`src/rtl/seg7_scan_if.sv`:
```
// Display-side bundle of the seven-segment scan controller: scan strobe,
// frame data in, and active-low pin drive plus frame marker out.
interface seg7_scan_if #(
  parameter int DIGITS = 8
);
  logic                  ce;
  logic [4*DIGITS-1:0]   data;
  logic [DIGITS-1:0]     dig_en;
  logic [DIGITS-1:0]     dp_en;
  logic [2:0]            bright;
  logic [DIGITS-1:0]     an;
  logic [6:0]            seg;
  logic                  dp;
  logic                  frame;

  modport master (
    output ce, data, dig_en, dp_en, bright,
    input  an, seg, dp, frame
  );

  modport slave (
    input  ce, data, dig_en, dp_en, bright,
    output an, seg, dp, frame
  );
endinterface

```
`src/rtl/seg7_scan_controller.sv`:
```
// Multiplexed 8-digit common-anode scanner: one digit per CE strobe, blanking
// guard after each switch, PWM brightness, frame-coherent shadow data.
module seg7_scan_controller #(
  parameter int DIGITS = 8,
  parameter int GUARD  = 16
) (
  input  logic         clk,
  input  logic         rst,
  seg7_scan_if.slave   bus
);

  localparam int IW = 3;

  typedef enum logic {S_GUARD, S_ON} state_t;

  state_t                state_q, state_d;
  logic [IW-1:0]         idx_q, idx_d;
  logic [7:0]            gcnt_q, gcnt_d;
  logic [2:0]            pcnt_q, pcnt_d;
  logic [4*DIGITS-1:0]   sh_data_q, sh_data_d;
  logic [DIGITS-1:0]     sh_en_q, sh_en_d;
  logic [DIGITS-1:0]     sh_dp_q, sh_dp_d;
  logic [DIGITS-1:0]     an_q, an_d;
  logic [6:0]            seg_q, seg_d;
  logic                  dp_q, dp_d;
  logic                  frame_q, frame_d;
  logic [3:0]            nib;
  logic                  lit;

  function automatic logic [6:0] hex7(input logic [3:0] h);
    case (h)
      4'h0: hex7 = 7'h40;  4'h1: hex7 = 7'h79;
      4'h2: hex7 = 7'h24;  4'h3: hex7 = 7'h30;
      4'h4: hex7 = 7'h19;  4'h5: hex7 = 7'h12;
      4'h6: hex7 = 7'h02;  4'h7: hex7 = 7'h78;
      4'h8: hex7 = 7'h00;  4'h9: hex7 = 7'h10;
      4'hA: hex7 = 7'h08;  4'hB: hex7 = 7'h03;
      4'hC: hex7 = 7'h46;  4'hD: hex7 = 7'h21;
      4'hE: hex7 = 7'h06;  default: hex7 = 7'h0E;
    endcase
  endfunction

  always_comb begin
    state_d   = state_q;
    idx_d     = idx_q;
    gcnt_d    = gcnt_q;
    pcnt_d    = pcnt_q;
    sh_data_d = sh_data_q;
    sh_en_d   = sh_en_q;
    sh_dp_d   = sh_dp_q;
    frame_d   = 1'b0;

    if (bus.ce) begin
      idx_d   = (idx_q == IW'(DIGITS-1)) ? '0 : idx_q + 1'b1;
      state_d = S_GUARD;
      gcnt_d  = '0;
      // Snapshot inputs at the wrap so a whole frame shows one coherent value
      if (idx_d == '0) begin
        sh_data_d = bus.data;
        sh_en_d   = bus.dig_en;
        sh_dp_d   = bus.dp_en;
        frame_d   = 1'b1;
      end
    end else begin
      case (state_q)
        S_GUARD: begin
          gcnt_d = gcnt_q + 8'd1;
          if (gcnt_q == 8'(GUARD-1)) begin
            state_d = S_ON;
            pcnt_d  = '0;
          end
        end
        default: pcnt_d = pcnt_q + 3'd1;
      endcase
    end

    // Outputs follow the next-state values so the first ON edge is already lit
    nib  = sh_data_d[{idx_d, 2'b00} +: 4];
    lit  = (state_d == S_ON) && sh_en_d[idx_d] && (pcnt_d <= bus.bright);
    an_d  = '1;
    seg_d = 7'h7F;
    dp_d  = 1'b1;
    if (lit) begin
      an_d  = ~({{(DIGITS-1){1'b0}}, 1'b1} << idx_d);
      seg_d = hex7(nib);
      dp_d  = ~sh_dp_d[idx_d];
    end
  end

  always_ff @(posedge clk) begin
    if (rst) begin
      state_q   <= S_GUARD;
      idx_q     <= '0;
      gcnt_q    <= '0;
      pcnt_q    <= '0;
      sh_data_q <= '0;
      sh_en_q   <= '0;
      sh_dp_q   <= '0;
      an_q      <= '1;
      seg_q     <= 7'h7F;
      dp_q      <= 1'b1;
      frame_q   <= 1'b0;
    end else begin
      state_q   <= state_d;
      idx_q     <= idx_d;
      gcnt_q    <= gcnt_d;
      pcnt_q    <= pcnt_d;
      sh_data_q <= sh_data_d;
      sh_en_q   <= sh_en_d;
      sh_dp_q   <= sh_dp_d;
      an_q      <= an_d;
      seg_q     <= seg_d;
      dp_q      <= dp_d;
      frame_q   <= frame_d;
    end
  end

  assign bus.an    = an_q;
  assign bus.seg   = seg_q;
  assign bus.dp    = dp_q;
  assign bus.frame = frame_q;

endmodule
```
`src/flat_wrapper.sv`:
```
// flat-port wrapper written by rule: the top's interface ports become plain ports
module seg7_scan_controller_flat 
#(
  parameter int DIGITS = 8,
  parameter int GUARD  = 16
)
  (clk, rst, bus_ce, bus_data, bus_dig_en, bus_dp_en, bus_bright, bus_an, bus_seg, bus_dp, bus_frame);
  seg7_scan_if #(.DIGITS(DIGITS)) bus_i ();
  input  logic clk;
  input  logic rst;
  input wire logic [$bits(bus_i.ce)-1:0] bus_ce;
  input wire logic [$bits(bus_i.data)-1:0] bus_data;
  input wire logic [$bits(bus_i.dig_en)-1:0] bus_dig_en;
  input wire logic [$bits(bus_i.dp_en)-1:0] bus_dp_en;
  input wire logic [$bits(bus_i.bright)-1:0] bus_bright;
  output wire logic [$bits(bus_i.an)-1:0] bus_an;
  output wire logic [$bits(bus_i.seg)-1:0] bus_seg;
  output wire logic [$bits(bus_i.dp)-1:0] bus_dp;
  output wire logic [$bits(bus_i.frame)-1:0] bus_frame;
  assign bus_i.ce = bus_ce;
  assign bus_i.data = bus_data;
  assign bus_i.dig_en = bus_dig_en;
  assign bus_i.dp_en = bus_dp_en;
  assign bus_i.bright = bus_bright;
  assign bus_an = bus_i.an;
  assign bus_seg = bus_i.seg;
  assign bus_dp = bus_i.dp;
  assign bus_frame = bus_i.frame;
  seg7_scan_controller #(.DIGITS(DIGITS), .GUARD(GUARD)) u_core (.clk(clk), .rst(rst), .bus(bus_i));
endmodule
```
`config.mk`:
```
export PLATFORM = sky130hd
export DESIGN_NAME = seg7_scan_controller_flat
export DESIGN_NICKNAME = d
export VERILOG_FILES = /design/src/rtl/seg7_scan_if.sv /design/src/rtl/seg7_scan_controller.sv /design/src/flat_wrapper.sv
export SDC_FILE = /design/constraint.sdc
export NUM_CORES = 1
export LEC_CHECK = 0
export BUFFER_PORTS_ARGS = -buffer_cell sky130_fd_sc_hd__buf_4
export CAP_MARGIN = 10
export CELL_PAD_IN_SITES_DETAIL_PLACEMENT = 0
export CELL_PAD_IN_SITES_GLOBAL_PLACEMENT = 1
export CORE_MARGIN = 2
export CORE_UTILIZATION = 43
export CTS_BUF_LIST = sky130_fd_sc_hd__clkbuf_4 sky130_fd_sc_hd__clkbuf_8
export CTS_CLUSTER_DIAMETER = 50
export DETAILED_ROUTE_END_ITERATION = 12
export HOLD_SLACK_MARGIN = 0.1
export PLACE_DENSITY = 0.82
export SLEW_MARGIN = 10
export SYNTH_ARGS = -nofsm -noshare
export SYNTH_HDL_FRONTEND = slang
export SYNTH_SLANG_ARGS = --single-unit
```
`constraint.sdc`:
```
create_clock -name clk -period 4.1 [get_ports clk]
set_input_delay 0.205 -clock clk [delete_from_list [all_inputs] [get_ports clk]]
set_output_delay 0.205 -clock clk [all_outputs]
set_load 0.03 [all_outputs]
```
After elaboration in Yosys (flattened, before gate mapping)
Memories as Yosys holds them, arrays and structs flattened. A register that Yosys moved wholly into a read port is not among the register bits.
Index checks and enable logic that the tools add are counted.

storage, ports and cells
  flip-flop bits (word level) = 73
  bits in latches = 0
  memory bits (writable) = 0
  ROM bits = 112
  input port bits = 54
  output and inout bits = 17
  memories kept = 1

operators by class
  $add $sub $neg = 3
  multiply operators = 0
  div/mod/pow operators = 0
  $lt $le $gt $ge = 2
  eq/ne operators = 2
  shifts and indexed selects = 2
  muxes and demuxes = 19
  bitwise gates (word level) = 4
  reductions and logical operators = 6

memory list
  memory            depth  width  read ports  clocked after Yosys merged registers in  wr ports  RTL line                    source
  (name not given)  16     7      1           1                                        0         seg7_scan_controller.sv:31  case (h)

operators with widths
  cell                   number
  $mux W32               2
  $mux W8                4
  $shiftx A32 B6 Y4      1
  $mux W3                5
  $add A8 B1 Y8 const B  1
  $eq A8 B4 Y1 const B   1
  $not A8 Y8             1
  $shl A1 B3 Y8 const A  1
  $add A3 B1 Y3 const B  2
  $bmux W1 S3            2
  $mux W1                6
  $reduce_or A2 Y1       3
  $lt A3 B4 Y1 const B   1
  $eq A3 B3 Y1 const B   1
  $le A3 B3 Y1           1
  $logic_not A3 Y1       1
  $not A1 Y1             3
  $logic_and A1 B1 Y1    2

Logic depth before layout (Yosys ltp)
Gate-level depths: netlist (run 1).

  depth after elaboration = 11
  depth in mapped cells = 16

Least setup slack after synthesis (run 1)
No wires, ideal clock.

  path kind = reg-to-reg
  start point = reg u_core.idx_q[0]
  end point = reg u_core.seg_q[3], in the netlist u_core.bus.seg[3]
  data arrival time = 3,075 ps
  slack = 963 ps
  cell stages (with the launch flop) = 15
  path buffers = 2
  clock period less this slack = 3,137 ps
  path through = dfxtp_1 > ha_1 > ha_1 > buf_2 > or3b_1 > buf_6 > nand2_4 > nand2_1 > a311o_1 > o22ai_1 > inv_1 > ha_1 > nor4_1 > a31oi_1 > nand3_1

between the ends
  word-level cells in the longest chain between the ends = 11
  elaborated cells between the ends (all ways) = 16
  classes of those cells = add/sub: 1; eq/ne: 1; shift: 1; mux: 8; bitwise: 1; reduce/logical: 4

ends and longest elaborated chain
  element                                        RTL line                     source
  start, declared                                seg7_scan_controller.sv:17   logic [IW-1:0] idx_q, idx_d;
  start signal, assigned                         seg7_scan_controller.sv:105  idx_q <= idx_d;
  $add A3 B1 Y3 or $eq A3 B3 Y1 (tied branches)  seg7_scan_controller.sv:54   idx_d = (idx_q == IW'(DIGITS-1)) ? '0 : idx_q + 1'b1;
  $mux W3                                        seg7_scan_controller.sv:54
  $logic_not A3 Y1                               seg7_scan_controller.sv:58   if (idx_d == '0) begin
  $mux W8                                        seg7_scan_controller.sv:58
  $mux W8                                        seg7_scan_controller.sv:53   if (bus.ce) begin
  $bmux W1 S3                                    seg7_scan_controller.sv:79   lit = (state_d == S_ON) && sh_en_d[idx_d] && (pcnt_d <= bus.bright);
  $mux W1 (not written as such)                  seg7_scan_controller.sv:79
  $logic_and A1 B1 Y1 (2 in series)              seg7_scan_controller.sv:79
  $not A1 Y1 (no line)                           -
  $reduce_or A2 Y1 (no line)                     -
  end, declared                                  seg7_scan_controller.sv:24   logic [6:0] seg_q, seg_d;

Parallel ways exist; a longest one is shown, timed or not. The select of a mux whose other input is x is not followed.
A chain may end at the register's enable or synchronous reset.

Final worst setup path (run 1)
Same ends and word-level chain as after synthesis.

==> load_flow_metrics.sql, run 1 <==
INSERT INTO impl_metrics (metric_group, metric, value, unit) VALUES
('critical_path', 'timing.critical_path.fanout_max', '16', ''),
('global_routing', 'pin_count_of_the_biggest_net_entering_global_routing', '59', ''),
('routing', 'detailedRoute.firstIterationViolations', '275', ''),
('flow_run', 'max_cap_viol_count', '0', ''),
('floorplanning', 'die_h', '100', 'um'),
('critical_path', 'worst_r2r_endpoint', 'u_core.bus.seg[3]$_SDFF_PP1_', ''),
('clock_network', 'cts_root_buf', 'sky130_fd_sc_hd__clkbuf_8', ''),
('clock_network', 'cts-buffers-inserted', '9', ''),
('critical_path', 'worst_setup_path_start_kind', 'flip-flop', ''),
('critical_path', 'reg2reg_depth', '12', ''),
('power', 'peak_supply_drop', '0.210', 'mV'),
('synthesis', 'seq_area_frac_synth', '40.4', '%'),
('synthesis', 'synth_edf_count', '0', ''),
('timing', 'maxClockFrequency', '0.284', 'GHz'),
('clock_network', 'cts_tree', 'done', ''),
('timing', 'final_hold_viol_count', '0', ''),
('floorplanning', 'io_pins', '71', ''),
('critical_path', 'cp_data_required_time', '4.39', 'ns'),
('clock_network', 'clock_insertion_delay_worst_skew', '0.35', 'ns'),
('outcome', 'run_status', 'finished clean', ''),
('clock_network', 'tritoncts_num_sinks', '80', ''),
('global_routing', 'first_global_vias', '3287', ''),
('timing', 'finalClockSkew', '0.00588', 'ns'),
('placement', 'dp_hpwl', '6980', 'um'),
('synthesis', 'syn-mean-instance-area', '8.70', 'um2'),
('floorplanning', 'placeableCoreArea', '9110', 'um2'),
('timing', 'finalMaxSlewViolations', '0', ''),
('critical_path', 'timing_worst_setup_path_type', 'reg2reg', ''),
('final_layout', 'num-nets-final', '602', ''),
('synthesis', 'synth_top_flop_cell', 'sky130_fd_sc_hd__dfxtp_1', ''),
('floorplanning', 'die_width', '100', 'um'),
('floorplanning', 'starting_density_of_the_core', '43.6', '%'),
('clock_network', 'clock_tree.buffer_depth', '2', ''),
('floorplanning', 'floorplan.rows', '35', ''),
('timing', 'timing.final.setup_violations', '0', ''),
('placement', 'weighted_congestion_at_the_end_of_routability_driven_global_placement', '0.861', ''),
('hold_path', 'worstHoldPathType', 'in2reg', ''),
('timing', 'rsz0062_at_grt', 'false', ''),
('routing', 'antenna_left', '0', ''),
('timing', 'final.setup.tns', '0', 'ns'),
('synthesis', 'netlist-cell-type-count', '67', ''),
('routing', 'detailedRoute.firstPassIterationCount', '4', ''),
('critical_path', 'regToRegStartpoint', 'u_core.idx_q[0]$_SDFF_PP0_', ''),
('power', 'p_per_area', '360', 'nW/um2'),
('power', 'power_leakage', '1.94', 'nW'),
('final_layout', 'insertedDiodeCount', '0', ''),
('final_layout', 'final_util', '54.1', '%'),
('routing', 'vias', '3521', ''),
('routing', 'drt-total-wl', '9720', 'um'),
('clock_network', 'clk_pin_slew', '0.08', 'ns'),
('placement', 'port_buffers', '70', ''),
('synthesis', 'synth-warning-count', '0', ''),
('critical_path', 'end_kind', 'flip-flop', ''),
('timing', 'timing.final.crit_share', '86.0', '%'),
('routing', 'detail_route.vias_per_cell', '5.41', ''),
('synthesis', 'postSynthNetCount', '523', ''),
('synthesis', 'synth_async_sr_flop_share', '0', '%'),
('global_routing', 'first_pass_grt_wire_length', '16000', 'um'),
('timing', 'hold_ws', '0.108', 'ns'),
('routing', 'post_drt_wl_per_cell', '14.9', 'um'),
('final_layout', 'layout_stage_area_growth_over_the_synthesis_result', '24.3', '%'),
('final_layout', 'layout-drive-gt1-share', '21.5', '%'),
('timing', 'slew_headroom', '53.1', '%'),
('global_routing', 'overflow', '0', ''),
('hold_path', 'hold_depth', '3', ''),
('global_routing', 'antenna_found_initial', '0', ''),
('timing', 'time_the_worst_path_needs_with_i_o_delays_and_setup', '3.53', 'ns'),
('timing', 'worst_slew_pin_slew', '0.699', 'ns'),
('floorplanning', 'dieArea', '10000', 'um2'),
('global_routing', 'global_route.usage.total', '20.1', '%'),
('routing', 'drc_viols', '0', ''),
('final_layout', 'layout.filler_cells', '902', ''),
('synthesis', 'syn-cell-area', '3970', 'um2'),
('synthesis', 'syn_inst', '456', ''),
('synthesis', 'yosys_register_bits', '80', ''),
('hold_path', 'timing.hold.worst.start', 'bus_data[16]', ''),
('hold_path', 'endpoint_of_the_worst_hold_timing_path', 'u_core.sh_data_q[16]$_SDFF_PP0_', ''),
('clock_network', 'post-cts-setup-buffers', '0', ''),
('clock_network', 'cts.htree.levels', '3', ''),
('critical_path', 'cp_data_arrival_time', '3.82', 'ns'),
('critical_path', 'regToRegSetupSlack', '0.57', 'ns');
[cell usage after synthesis (3+ instances only)]
cell	number	area, um2
sky130_fd_sc_hd__nor2b_1	16	100
sky130_fd_sc_hd__nand3_1	15	75.1
sky130_fd_sc_hd__buf_6	5	56.3
sky130_fd_sc_hd__o22ai_1	5	31.3
sky130_fd_sc_hd__mux2_2	4	45.0
sky130_fd_sc_hd__o21ai_0	10	50.1
sky130_fd_sc_hd__nor2_1	35	131
sky130_fd_sc_hd__mux2i_1	19	190
sky130_fd_sc_hd__buf_2	6	30.0
sky130_fd_sc_hd__nand2_1	74	278
sky130_fd_sc_hd__a211o_1	3	26.3
sky130_fd_sc_hd__nand2b_1	3	18.8
sky130_fd_sc_hd__a21oi_1	39	195
sky130_fd_sc_hd__a22o_1	5	43.8
sky130_fd_sc_hd__and3_1	7	43.8
sky130_fd_sc_hd__a211oi_1	9	67.6
sky130_fd_sc_hd__dfxtp_1	80	1600
sky130_fd_sc_hd__o221ai_1	4	35.0
sky130_fd_sc_hd__ha_1	13	163
sky130_fd_sc_hd__a311oi_1	3	26.3
sky130_fd_sc_hd__a22oi_1	6	45.0
sky130_fd_sc_hd__inv_1	10	37.5
sky130_fd_sc_hd__o211ai_1	9	67.6
sky130_fd_sc_hd__clkbuf_1	14	52.6
sky130_fd_sc_hd__xor2_1	5	43.8
sky130_fd_sc_hd__nor4_1	3	18.8
[critical path, cell delays in order, from the launching register on]
cell and delay [ns]:
sky130_fd_sc_hd__dfxtp_2 0.40, sky130_fd_sc_hd__ha_1 0.22, sky130_fd_sc_hd__ha_1 0.27, sky130_fd_sc_hd__or3b_1 0.53, sky130_fd_sc_hd__nand2_4 0.22, sky130_fd_sc_hd__nand2_1 0.08, sky130_fd_sc_hd__a311o_1 0.35, sky130_fd_sc_hd__o22ai_1 0.42
sky130_fd_sc_hd__inv_1 0.17, sky130_fd_sc_hd__ha_1 0.34, sky130_fd_sc_hd__nor4_1 0.28, sky130_fd_sc_hd__a31oi_1 0.07, sky130_fd_sc_hd__nand3_1 0.11
[power by group]
group          leakage, nW  switching (mW)  internal [mW]
clock network        0.107           0.291          0.353
registers            0.648          0.0136          0.797
logic                 1.19           0.180          0.140
[what timing repair did]
item | in CTS | in global routing
hold buffers | 17 | 1
gates resized for setup | 0 | 1
setup endpoints to repair | 0 | 1
hold endpoints to repair | 17 | 1
[worst max-delay path by stage]
stage                                        end                  startpoint  slack, ns  cells past startpoint
detailed placement  u_core.bus.seg[5]$_SDFF_PP1_  u_core.idx_q[0]$_SDFF_PP0_       0.53                     13
CTS                 u_core.bus.seg[4]$_SDFF_PP1_  u_core.idx_q[0]$_SDFF_PP0_       0.51                     10
finish              u_core.bus.seg[3]$_SDFF_PP1_  u_core.idx_q[0]$_SDFF_PP0_       0.57                     12
floorplan           u_core.bus.seg[3]$_SDFF_PP1_  u_core.idx_q[0]$_SDFF_PP0_       0.96                     14
global route        u_core.bus.seg[3]$_SDFF_PP1_  u_core.idx_q[0]$_SDFF_PP0_       0.19                     12
global placement    u_core.bus.seg[4]$_SDFF_PP1_  u_core.idx_q[0]$_SDFF_PP0_       0.60                     10
[placed cells by master, fill, tap and decap left out, types with 3 or more instances in the layout]
master,count
sky130_fd_sc_hd__a21oi_1,39
sky130_fd_sc_hd__a211o_1,3
sky130_fd_sc_hd__o211ai_1,9
sky130_fd_sc_hd__dlygate4sd3_1,18
sky130_fd_sc_hd__dfxtp_1,79
sky130_fd_sc_hd__nor2b_1,16
sky130_fd_sc_hd__ha_1,13
sky130_fd_sc_hd__nor2_1,35
sky130_fd_sc_hd__nand3_1,15
sky130_fd_sc_hd__nor4_1,3
sky130_fd_sc_hd__inv_1,10
sky130_fd_sc_hd__a311oi_1,3
sky130_fd_sc_hd__nand2b_1,3
sky130_fd_sc_hd__clkbuf_8,9
sky130_fd_sc_hd__a22oi_1,6
sky130_fd_sc_hd__nand2_1,74
sky130_fd_sc_hd__o22ai_1,5
sky130_fd_sc_hd__mux2_2,4
sky130_fd_sc_hd__o221ai_1,4
sky130_fd_sc_hd__and3_1,7
sky130_fd_sc_hd__buf_4,80
sky130_fd_sc_hd__xor2_1,5
sky130_fd_sc_hd__mux2i_1,19
sky130_fd_sc_hd__a211oi_1,9
sky130_fd_sc_hd__a22o_1,5
sky130_fd_sc_hd__o21ai_0,10
[routing by layer]
metal	routed length, um	global-route usage [%]
met3	594	5.85
met1	4530	26.9
met5	0	0
met2	4450	32.3
met4	149	4.64
[state kept, by name, summed over array words and instances (netlist names)]
register / cells
u_core.gcnt_q: 8
u_core.sh_data_q: 32
u_core.idx_q: 3
u_core.bus.frame: 1
u_core.bus.dp: 1
u_core.bus.seg: 7
u_core.sh_dp_q: 8
u_core.bus.an: 8
u_core.pcnt_q: 3
u_core.sh_en_q: 8
u_core.state_q: 1
[final cells by class]
class / count / area, um2 / area share (%)
Clock buffer: 10 / 131 / 2.66
Sequential cell: 80 / 1600 / 32.5
Clock inverter: 6 / 92.6 / 1.88
Multi-Input combinational cell: 336 / 2150 / 43.6
Timing Repair Buffer: 98 / 781 / 15.8
Tap cell: 111 / 139 / 2.82
Inverter: 10 / 37.5 / 0.761
[metrics by stage]
stage | instance area (um2) | worst slack (ns) | instances | total power, mW
floorplan | 3970 | 0.963 | 456 | 1.03
global placement | 4530 | 0.599 | 617 | 1.13
finish | 4930 | 0.573 | 651 | 1.77
global route | 4930 | 0.186 | 651 | 1.86
detailed placement | 4530 | 0.529 | 617 | 1.13
CTS | 4920 | 0.506 | 650 | 1.79
[logic make-up after synthesis]
logic type / Yosys count / synth area share [%]
flip-flops: 80 / 40.4
XOR/XNOR: 7 / 1.54
multiplexers: 23 / 5.93
AND/OR/NAND/NOR: 173 / 21.0
AO/OA/AOI/OAI: 120 / 21.6
buffers and inverters: 40 / 5.52
adder cells (fa/ha/maj): 13 / 4.10
Power figures use the tool's default switching activity.
==> run 2: changes to the inputs <==
--- a/config.mk
+++ b/config.mk
@@ -16,6 +16,7 @@
 export DETAILED_ROUTE_END_ITERATION = 12
 export HOLD_SLACK_MARGIN = 0.1
 export PLACE_DENSITY = 0.82
+export REMOVE_ABC_BUFFERS = 1
 export SLEW_MARGIN = 10
 export SYNTH_ARGS = -nofsm -noshare
 export SYNTH_HDL_FRONTEND = slang
==> run 2 against run 1 <==
Register-to-register slack worse by 0.09 ns. Critical endpoint is now u_core.bus.seg[4]$_SDFF_PP1_. Non-clock buffer count decreased by 3. Power fell by 7.5%. Clock power down 20%.
==> load_flow_metrics.sql, run 2 (synthesized netlist as in run 1, its figures left out) <==
INSERT INTO impl_metrics (metric_group, metric, value, unit) VALUES
('timing', 'final_hold_viol_count', '0', ''),
('final_layout', 'layout-drive-gt1-share', '21.6', '%'),
('timing', 'final.setup.tns', '0', 'ns'),
('outcome', 'run_status', 'finished clean', ''),
('final_layout', 'insertedDiodeCount', '0', ''),
('routing', 'vias', '3567', ''),
('floorplanning', 'die_h', '100', 'um'),
('power', 'total_power', '1.64', 'mW'),
('clock_network', 'cts_tree', 'done', ''),
('global_routing', 'antenna_found_initial', '0', ''),
('critical_path', 'cp_data_required_time', '4.37', 'ns'),
('floorplanning', 'floorplan.rows', '35', ''),
('global_routing', 'pin_count_of_the_biggest_net_entering_global_routing', '59', ''),
('routing', 'drc_viols', '0', ''),
('critical_path', 'timing_worst_setup_path_type', 'reg2reg', ''),
('timing', 'timing.final.setup_violations', '0', ''),
('clock_network', 'cts_root_buf', 'sky130_fd_sc_hd__clkbuf_8', ''),
('global_routing', 'overflow', '0', ''),
('clock_network', 'tritoncts_num_sinks', '80', ''),
('placement', 'port_buffers', '70', ''),
('critical_path', 'end_kind', 'flip-flop', ''),
('hold_path', 'hold_depth', '3', ''),
('global_routing', 'first_global_vias', '3341', ''),
('global_routing', 'groute.layer.met2.usage', '30.6', '%'),
('critical_path', 'worst_r2r_endpoint', 'u_core.bus.seg[4]$_SDFF_PP1_', ''),
('floorplanning', 'placeableCoreArea', '9110', 'um2'),
('critical_path', 'cp_data_arrival_time', '3.88', 'ns'),
('critical_path', 'regToRegStartpoint', 'u_core.idx_q[0]$_SDFF_PP0_', ''),
('clock_network', 'post-cts-setup-buffers', '0', ''),
('critical_path', 'critPathMaxStageDelay', '0.63', 'ns'),
('hold_path', 'endpoint_of_the_worst_hold_timing_path', 'u_core.sh_data_q[21]$_SDFF_PP0_', ''),
('clock_network', 'clock_tree.buffer_depth', '2', ''),
('clock_network', 'cts.htree.levels', '3', ''),
('routing', 'detailedRoute.firstPassIterationCount', '5', ''),
('floorplanning', 'starting_density_of_the_core', '43.6', '%'),
('final_layout', 'max_flop_register', 'u_core.sh_data_q', ''),
('placement', 'dp_hpwl', '7170', 'um'),
('clock_network', 'cts-buffers-inserted', '9', ''),
('routing', 'detail_route.vias_per_cell', '5.50', ''),
('flow_run', 'max_cap_viol_count', '0', ''),
('critical_path', 'crit_slowest_cell', 'sky130_fd_sc_hd__dfxtp_1', ''),
('power', 'p_per_area', '339', 'nW/um2'),
('placement', 'dp_worst_setup_slack', '0.397', 'ns'),
('routing', 'drt-total-wl', '10100', 'um'),
('floorplanning', 'die_width', '100', 'um'),
('global_routing', 'global_route.peak_usage_layer', 'met2', ''),
('critical_path', 'worst_setup_path_start_kind', 'flip-flop', ''),
('final_layout', 'layout_stage_area_growth_over_the_synthesis_result', '22.1', '%'),
('timing', 'time_the_worst_path_needs_with_i_o_delays_and_setup', '3.62', 'ns'),
('global_routing', 'global_route.usage.total', '20.4', '%'),
('clock_network', 'clock_insertion_delay_worst_skew', '0.35', 'ns'),
('global_routing', 'met3_use_gr', '5.22', '%'),
('final_layout', 'num-nets-final', '599', ''),
('timing', 'hold_ws', '0.110', 'ns'),
('timing', 'final_setup_slack_of_the_worst_path', '0.481', 'ns'),
('routing', 'antenna_left', '0', ''),
('floorplanning', 'dieArea', '10000', 'um2'),
('timing', 'finalClockSkew', '0.0109', 'ns'),
('timing', 'timing.final.crit_share', '88.3', '%'),
('floorplanning', 'io_pins', '71', ''),
('critical_path', 'timing.critical_path.fanout_max', '18', ''),
('placement', 'weighted_congestion_at_the_end_of_routability_driven_global_placement', '0.935', ''),
('hold_path', 'worstHoldPathType', 'in2reg', ''),
('timing', 'slew_headroom', '52.7', '%'),
('hold_path', 'timing.hold.worst.start', 'bus_data[21]', ''),
('final_layout', 'final_util', '53.2', '%'),
('timing', 'maxClockFrequency', '0.276', 'GHz'),
('critical_path', 'crit_path_cell_trace', 'ha_1 -> ha_2 -> nand2b_1 -> a21oi_4 -> buf_4 -> a2111oi_4 -> o22ai_1 -> o21ai_0 -> o22a_1 -> o211ai_1', ''),
('power', 'peak_supply_drop', '0.174', 'mV'),
('critical_path', 'reg2reg_depth', '10', ''),
('clock_network', 'clk_pin_slew', '0.08', 'ns'),
('timing', 'rsz0062_at_grt', 'false', ''),
('routing', 'post_drt_wl_per_cell', '15.5', 'um'),
('power', 'power_leakage', '1.91', 'nW'),
('timing', 'finalMaxSlewViolations', '0', ''),
('timing', 'worst_slew_pin_slew', '0.702', 'ns'),
('critical_path', 'regToRegSetupSlack', '0.48', 'ns'),
('final_layout', 'max_ffs_per_register', '32', ''),
('global_routing', 'first_pass_grt_wire_length', '16200', 'um'),
('final_layout', 'mostFrequentLayoutCells', '80 x sky130_fd_sc_hd__buf_4, 80 x sky130_fd_sc_hd__dfxtp_1, 74 x sky130_fd_sc_hd__nand2_1, 39 x sky130_fd_sc_hd__a21oi_1, 35 x sky130_fd_sc_hd__nor2_1', ''),
('global_routing', 'groute.layer.met1.usage', '28.7', '%'),
('routing', 'detailedRoute.firstIterationViolations', '276', '');
==> run 2: through the flow <==
step / area (um2) / cells
2_1_floorplan: 3790 / 426
3_3_place_gp: 4530 / 617
3_5_place_dp: 4530 / 617
4_1_cts: 4810 / 645
5_1_grt: 4850 / 648
6_report: 4850 / 648
==> run 2: worst max-delay path: cells and delay by family, from the launching register on <==
kind            cells  cell delay (ns)
simple gates        1             0.34
flops               1             0.63
fa+ha+maj           2             0.56
buf+inv             1             0.33
compound gates      6             1.69
==> run 2: how the worst max path moves through the flow <==
stage / startpoint / end / cells past startpoint
2_1_floorplan: u_core.idx_q[0]$_SDFF_PP0_ / u_core.bus.seg[3]$_SDFF_PP1_ / 11
6_report: u_core.idx_q[0]$_SDFF_PP0_ / u_core.bus.seg[4]$_SDFF_PP1_ / 10
3_3_place_gp: u_core.idx_q[0]$_SDFF_PP0_ / u_core.bus.seg[5]$_SDFF_PP1_ / 14
5_1_grt: u_core.idx_q[0]$_SDFF_PP0_ / u_core.bus.seg[5]$_SDFF_PP1_ / 14
3_5_place_dp: u_core.idx_q[0]$_SDFF_PP0_ / u_core.bus.seg[5]$_SDFF_PP1_ / 14
4_1_cts: u_core.idx_q[0]$_SDFF_PP0_ / u_core.bus.seg[4]$_SDFF_PP1_ / 10
==> run 2: cell type report <==
cell class | count | area (um2)
Tap cell | 111 | 139
Timing Repair Buffer | 95 | 751
Fill cell | 849 | 4260
Clock buffer | 10 | 131
Sequential cell | 80 | 1600
Clock inverter | 6 | 36.3
Inverter | 10 | 37.5
Multi-Input combinational cell | 336 | 2150
==> run 2: layer usage <==
layer  vias to the layer above  routed length, um
met4                         0                179
met3                        17                738
met5                         -                  0
li1                       1784                  -
met1                      1647               4610
met2                       119               4530
==> run 2: repair_timing <==
action / in CTS / in global routing
setup endpoints to repair: 0 / 1
hold buffers: 12 / 3
resized for setup: 0 / 1
endpoints found under the hold margin: 12 / 3
==> run 2: report_power, final <==
| part | switching [mW] | leakage, nW | internal (mW) |
|---|---|---|---|
| combinational | 0.179 | 1.17 | 0.140 |
| sequential | 0.0136 | 0.648 | 0.797 |
| clock | 0.288 | 0.0892 | 0.224 |
| total | 0.481 | 1.91 | 1.16 |
